### config.mk
export PLATFORM = sky130hd
export DESIGN_NAME = calc_seq_unit
export DESIGN_NICKNAME = d
export VERILOG_FILES = /design/src/rtl/calc_pkg.sv /design/src/rtl/calc_iter_muldiv.sv /design/src/rtl/calc_seq_unit.sv
export SDC_FILE = /design/constraint.sdc
export NUM_CORES = 1
export LEC_CHECK = 0
export ABC_AREA = 1
export CAP_MARGIN = 20
export CORE_UTILIZATION = 35
export DETAILED_ROUTE_END_ITERATION = 16
export GPL_ROUTABILITY_DRIVEN = 1
export GPL_TIMING_DRIVEN = 0
export PLACE_DENSITY = 0.65
export SYNTH_ARGS = -nofsm -noshare
export SYNTH_HDL_FRONTEND = slang
export SYNTH_SLANG_ARGS = --single-unit
### constraint.sdc
create_clock -name clk -period 1.9 [get_ports clk]
set_clock_uncertainty 0.1 [all_clocks]
set_input_delay 0.57 -clock clk [delete_from_list [all_inputs] [get_ports clk]]
set_output_delay 0.57 -clock clk [all_outputs]
set_load 0.01 [all_outputs]
### src/rtl/calc_pkg.sv
// Shared types for the sequential calculator: function codes, FSM states,
// and the iterator mode select.
package calc_pkg;

  typedef enum logic [2:0] {
    FUNC_ADD = 3'b000,
    FUNC_SUB = 3'b001,
    FUNC_MUL = 3'b010,
    FUNC_DIV = 3'b011,
    FUNC_AND = 3'b100,
    FUNC_OR  = 3'b101,
    FUNC_XOR = 3'b110,
    FUNC_ILL = 3'b111
  } func_e;

  typedef enum logic [1:0] {
    IDLE = 2'd0,
    BUSY = 2'd1,
    DONE = 2'd2
  } state_e;

  typedef enum logic {
    MODE_MUL = 1'b0,
    MODE_DIV = 1'b1
  } mode_e;

endpackage

### src/rtl/calc_iter_muldiv.sv
// Shared iterative multiply / restoring-divide datapath.
// One 2*WIDTH shift register holds {hi, lo}: for mul it is {partial product,
// remaining multiplier bits}; for div it is {remainder, quotient}.
module calc_iter_muldiv
  import calc_pkg::*;
#(
  parameter int WIDTH = 8
) (
  input  logic               clk,
  input  logic               rst_n,
  input  logic               start,
  input  mode_e              mode,
  input  logic [WIDTH-1:0]   a,
  input  logic [WIDTH-1:0]   b,
  output logic               done,
  output logic [2*WIDTH-1:0] result
);

  localparam int RW = 2 * WIDTH;
  localparam int CW = $clog2(WIDTH + 1);

  logic [RW-1:0]    sr, sr_nxt;
  logic [WIDTH-1:0] bq;
  logic [WIDTH:0]   acc;
  logic [CW-1:0]    cnt;
  mode_e            mode_q;
  logic             run;

  // done flags the final step; the FSM leaves BUSY on the same edge.
  assign done   = run && (cnt == CW'(WIDTH - 1));
  assign result = sr;

  // One iteration step: add-and-shift-right for mul, trial-subtract-and-shift-left for div.
  always_comb begin
    acc    = '0;
    sr_nxt = sr;
    if (mode_q == MODE_MUL) begin
      acc    = {1'b0, sr[RW-1:WIDTH]} + (sr[0] ? {1'b0, bq} : {(WIDTH+1){1'b0}});
      sr_nxt = {acc, sr[WIDTH-1:1]};
    end else begin
      // Shifted remainder needs WIDTH+1 bits; its MSB after subtract is the borrow.
      acc = sr[RW-1:WIDTH-1] - {1'b0, bq};
      if (!acc[WIDTH]) sr_nxt = {acc[WIDTH-1:0], sr[WIDTH-2:0], 1'b1};
      else             sr_nxt = {sr[RW-2:0], 1'b0};
    end
  end

  // Load operands on start, then step WIDTH times and freeze.
  always_ff @(posedge clk or negedge rst_n) begin
    if (!rst_n) begin
      sr     <= '0;
      bq     <= '0;
      cnt    <= '0;
      mode_q <= MODE_MUL;
      run    <= 1'b0;
    end else if (start) begin
      sr     <= {{WIDTH{1'b0}}, a};
      bq     <= b;
      cnt    <= '0;
      mode_q <= mode;
      run    <= 1'b1;
    end else if (run) begin
      sr  <= sr_nxt;
      cnt <= cnt + 1'b1;
      if (done) run <= 1'b0;
    end
  end

endmodule

### src/rtl/calc_seq_unit.sv
// Handshaked calculator: single-cycle add/sub/logic, iterative mul/div,
// valid/ready on both sides with an error flag on the result.
module calc_seq_unit
  import calc_pkg::*;
#(
  parameter int WIDTH = 8
) (
  input  logic               clk,
  input  logic               rst_n,
  input  logic               in_valid,
  output logic               in_ready,
  input  logic [WIDTH-1:0]   op_a,
  input  logic [WIDTH-1:0]   op_b,
  input  logic [2:0]         func,
  output logic               out_valid,
  input  logic               out_ready,
  output logic [2*WIDTH-1:0] res,
  output logic               err
);

  localparam int RW = 2 * WIDTH;

  state_e        state, state_nxt;
  func_e         f;
  mode_e         mode;
  logic          accept, b_zero, is_iter, start, iter_done;
  logic          err_q, sel_iter, err_nxt;
  logic [RW-1:0] res_q, iter_res, single_res, za, zb;

  assign f       = func_e'(func);
  assign za      = {{WIDTH{1'b0}}, op_a};
  assign zb      = {{WIDTH{1'b0}}, op_b};
  assign b_zero  = (op_b == '0);
  assign accept  = in_valid && in_ready;
  assign is_iter = (f == FUNC_MUL) || (f == FUNC_DIV && !b_zero);
  assign mode    = (f == FUNC_DIV) ? MODE_DIV : MODE_MUL;

  // Iterated results are read straight from the shared shift register.
  assign res = sel_iter ? iter_res : res_q;
  assign err = err_q;

  calc_iter_muldiv #(.WIDTH(WIDTH)) u_iter (
    .clk    (clk),
    .rst_n  (rst_n),
    .start  (start),
    .mode   (mode),
    .a      (op_a),
    .b      (op_b),
    .done   (iter_done),
    .result (iter_res)
  );

  // State register.
  always_ff @(posedge clk or negedge rst_n) begin
    if (!rst_n) state <= IDLE;
    else        state <= state_nxt;
  end

  // Next-state and handshake outputs.
  always_comb begin
    state_nxt = state;
    in_ready  = 1'b0;
    out_valid = 1'b0;
    start     = 1'b0;
    case (state)
      IDLE: begin
        in_ready = 1'b1;
        if (in_valid) begin
          if (is_iter) begin
            start     = 1'b1;
            state_nxt = BUSY;
          end else begin
            state_nxt = DONE;
          end
        end
      end
      BUSY: if (iter_done) state_nxt = DONE;
      DONE: begin
        out_valid = 1'b1;
        if (out_ready) state_nxt = IDLE;
      end
      default: state_nxt = IDLE;
    endcase
  end

  // Single-cycle results and error flag for the captured operation.
  always_comb begin
    single_res = '0;
    err_nxt    = 1'b0;
    case (f)
      FUNC_ADD: single_res = za + zb;
      FUNC_SUB: single_res = za - zb;
      FUNC_AND: single_res = za & zb;
      FUNC_OR:  single_res = za | zb;
      FUNC_XOR: single_res = za ^ zb;
      FUNC_DIV: if (b_zero) begin
        single_res = {op_a, {WIDTH{1'b1}}};
        err_nxt    = 1'b1;
      end
      FUNC_ILL: err_nxt = 1'b1;
      default:  single_res = '0;
    endcase
  end

  // Capture result source and value at accept; held untouched until the next accept.
  always_ff @(posedge clk or negedge rst_n) begin
    if (!rst_n) begin
      res_q    <= '0;
      err_q    <= 1'b0;
      sel_iter <= 1'b0;
    end else if (accept) begin
      res_q    <= single_res;
      err_q    <= err_nxt;
      sel_iter <= is_iter;
    end
  end

endmodule

==> reports/qor.csv <==
metric,value,unit
ir_worst_vdd,0.0005537,V
rows,41,
multi_input_area,3526,um2
layout-drive-gt1-share,0.3168,
violations,negative setup slack,
rsz0062_at_grt,yes,
power.total,9.261,mW
grt_max_degree,35,
p_int,4.749,mW
initial_core_util,0.3633,
pin_count,42,
avgSynthCellArea,6.526,um2
dieArea,13780,um2
pwr_density_cell,1425,nW/um2
cp_max_fo,7,
cts_tree,built,
leakagePower,3.287,nW
dp_slack,-1.001,ns
fp.dieH,117.4,um
grt_pass1_vias,4660,
dp_hpwl,10.66,mm
yosysTopAreaCellShare,0.2685,
worstPathRequired,1.98,ns
core,12820,um2
seq_area_frac_synth,0.2685,
cts.sinks,50,
hold_ws,0.1102,ns
grt_usage,0.2172,
synth.largest_area_cell,dfrtp_1,
cp-start-kind,flip-flop,
combPwrFrac,0.687,
crit_type,flip-flop to flip-flop,
cp.arrival,2.12,ns
slew_headroom,0.6284,
num-fill-cells,1269,
ys_ff_latch,50,
port_buffers,41,
wl,14.97,mm
cap_violations,0,
final_cell_mix,"204 x nand2_1, 91 x inv_1, 46 x nand3_1, 46 x dfrtp_1, 39 x buf_4",
synth_nets,785,
fin_crit,2.039,ns
clock_power_share,0.095,
drt_first_iter_violations,288,
drc,0,
finalSetupViolCount,20,
fin_cells,980,
ctsHoldBuffers,0,
yosysUniqueCellTypes,39,
gp_congestion,0.9327,
grt_pass1_wl,23.81,mm
cts_buffer_depth,2,
worstMarginPinSlew,0.5574,ns
yosys_warnings,0,
hold_path.class,input port to async pin,
area_delta_synth_final,39.47,%
nNetsFinal,879,
dr.pass1.iters,5,
netlist_area,4659,um2
switching_share,0.4873,
tns,-1.977,ns
netlist_top_cells_area,"dfrtp_1 27%, nand2_1 18%, ha_1 12%, inv_1 9.2%, nand3_1 6.8%",
ff_latch_area,1256,um2
setup_slack,-0.1391,ns
vias,4938,
antenna_found_initial,0,
final_max_slew_viol_count,0,
switchingPower,4.513,mW
clkTransAtPathRegs,0.07,ns
final-hold-violation-count,0,
mostFrequentLayoutCell,nand2_1,
wl_per_cell,15.28,um
fin_crit_sh,1.073,
ant_nets,0,
worstSetupEndpointType,flip-flop,
grt_overflow,0,
status,finished with violations,
fmax,0.4904,GHz
vias_per_cell,5.039,
clock_latency,0.29,ns
syn_inst,714,
numCtsBuffers,5,
num_antenna_cells,0,
dpl.cell_count,928,
die_w,117.4,um
root_buffer,clkbuf_16,
p_seq_frac,0.218,
htree_levels,2,
-- layout make-up --
cell class	instances	area share
flip-flops and latches	50	0.1933
plain buffers	14	0.01906
clock inverters	2	0.002310
well taps	172	0.03312
repair buffers	87	0.1142
repair inverters	1	0.001733
multi-input cells	531	0.5425
inverters	118	0.07451
clock buffers	5	0.01925
-- registers in the layout, indices dropped and copies added (netlist names) --
signal and flops:
state 2, u_iter.result 16, err 1, u_iter.cnt 4
u_iter.bq 8, sel_iter 1, u_iter.mode_q 1, u_iter.run 1
res_q 16
-- power by group through the flow --
stage | Combinational, mW | Clock [mW] | Sequential [mW]
5_1_grt | 7.10 | 0.935 | 2.07
4_1_cts | 5.75 | 0.894 | 1.94
3_5_place_dp | 4.85 | 0 | 1.95
2_1_floorplan | 3.51 | 0 | 1.81
3_3_place_gp | 4.81 | 0 | 1.95
6_report | 6.36 | 0.883 | 2.02
-- kinds of logic (layout without fill, tap and decap cells) --
kind of cell,count (synthesis),after routing,share of synthesized area
flip-flops,50,50,0.2685
AND/OR/NAND/NOR,371,374,0.3464
multiplexers,1,1,0.002148
adder cells (fa/ha/maj),48,48,0.1353
AO/OA/AOI/OAI,103,103,0.1206
XOR/XNOR,5,5,0.009398
buffers and inverters,136,227,0.1176
-- per-stage QoR --
step           area (um2)    util
4_1_cts              6108  0.4763
3_5_place_dp         5383  0.4197
6_report             6499  0.5067
2_1_floorplan        4742       -
5_1_grt              6499  0.5067
3_3_place_gp         5368  0.4185
-- timing repair --
action | in CTS | in global routing
gates cloned | 6 | 1
resized for setup | 259 | 106
setup buffers | 30 | 12
pin swaps | 28 | 36
setup endpoints to repair | 66 | 60
-- worst max-delay path, cell delays in order, from the launching register on --
cell     delay [ns]
dfrtp_2        0.48
nand2_1        0.09
inv_1          0.04
ha_2           0.18
fa_2           0.40
nand3_2        0.08
nand3_2        0.07
or2_4          0.23
a21oi_2        0.10
nor2_1         0.06
nand2_1        0.05
nand2_1        0.04
-- path summary, 6_finish.rpt --
| kind | start | to | slack [ns] | cells after the start |
|---|---|---|---|---|
| max | u_iter.result[0] | u_iter.result[11] | -0.14 | 11 |
| min | rst_n | u_iter.cnt[3] | 0.11 | 1 |
| max reg2reg | u_iter.result[0] | u_iter.result[11] | -0.14 | 11 |
| min reg2reg | res_q[6] | res_q[6] | 0.41 | 2 |
| max in group asynchronous | rst_n | sel_iter | 1.05 | 2 |
| min in group clk | res_q[6] | res_q[6] | 0.41 | 2 |
-- cells in the mapped netlist, drive strengths merged --
| library cell | instances |
|---|---|
| nand3 | 67 |
| buf | 13 |
| mux2i | 1 |
| xnor2 | 1 |
| or2 | 6 |
| clkbuf | 5 |
| o22ai | 6 |
| o21ai | 64 |
| clkinv | 1 |
| nand2 | 234 |
| a31oi | 3 |
| a21oi | 20 |
| o21bai | 1 |
| nand3b | 2 |
| nor2 | 48 |
| dfrtp | 50 |
| fa | 4 |
| o211ai | 7 |
| o31ai | 1 |
| inv | 117 |
| ha | 44 |
| nand4 | 11 |
| nor3 | 2 |
| xor2 | 4 |
| o2111ai | 1 |
| and2 | 1 |
-- layer usage --
layer  part of all wire  vias to the layer above  GRT usage
met3              0.050                       38    0.02967
met4              0.049                        0     0.1063
met5                  0                        -          0
li1                   -                     2471          -
met2               0.48                      146     0.3658
met1               0.42                     2283     0.2719
Note: power is estimated with default switching activity, not from simulation.
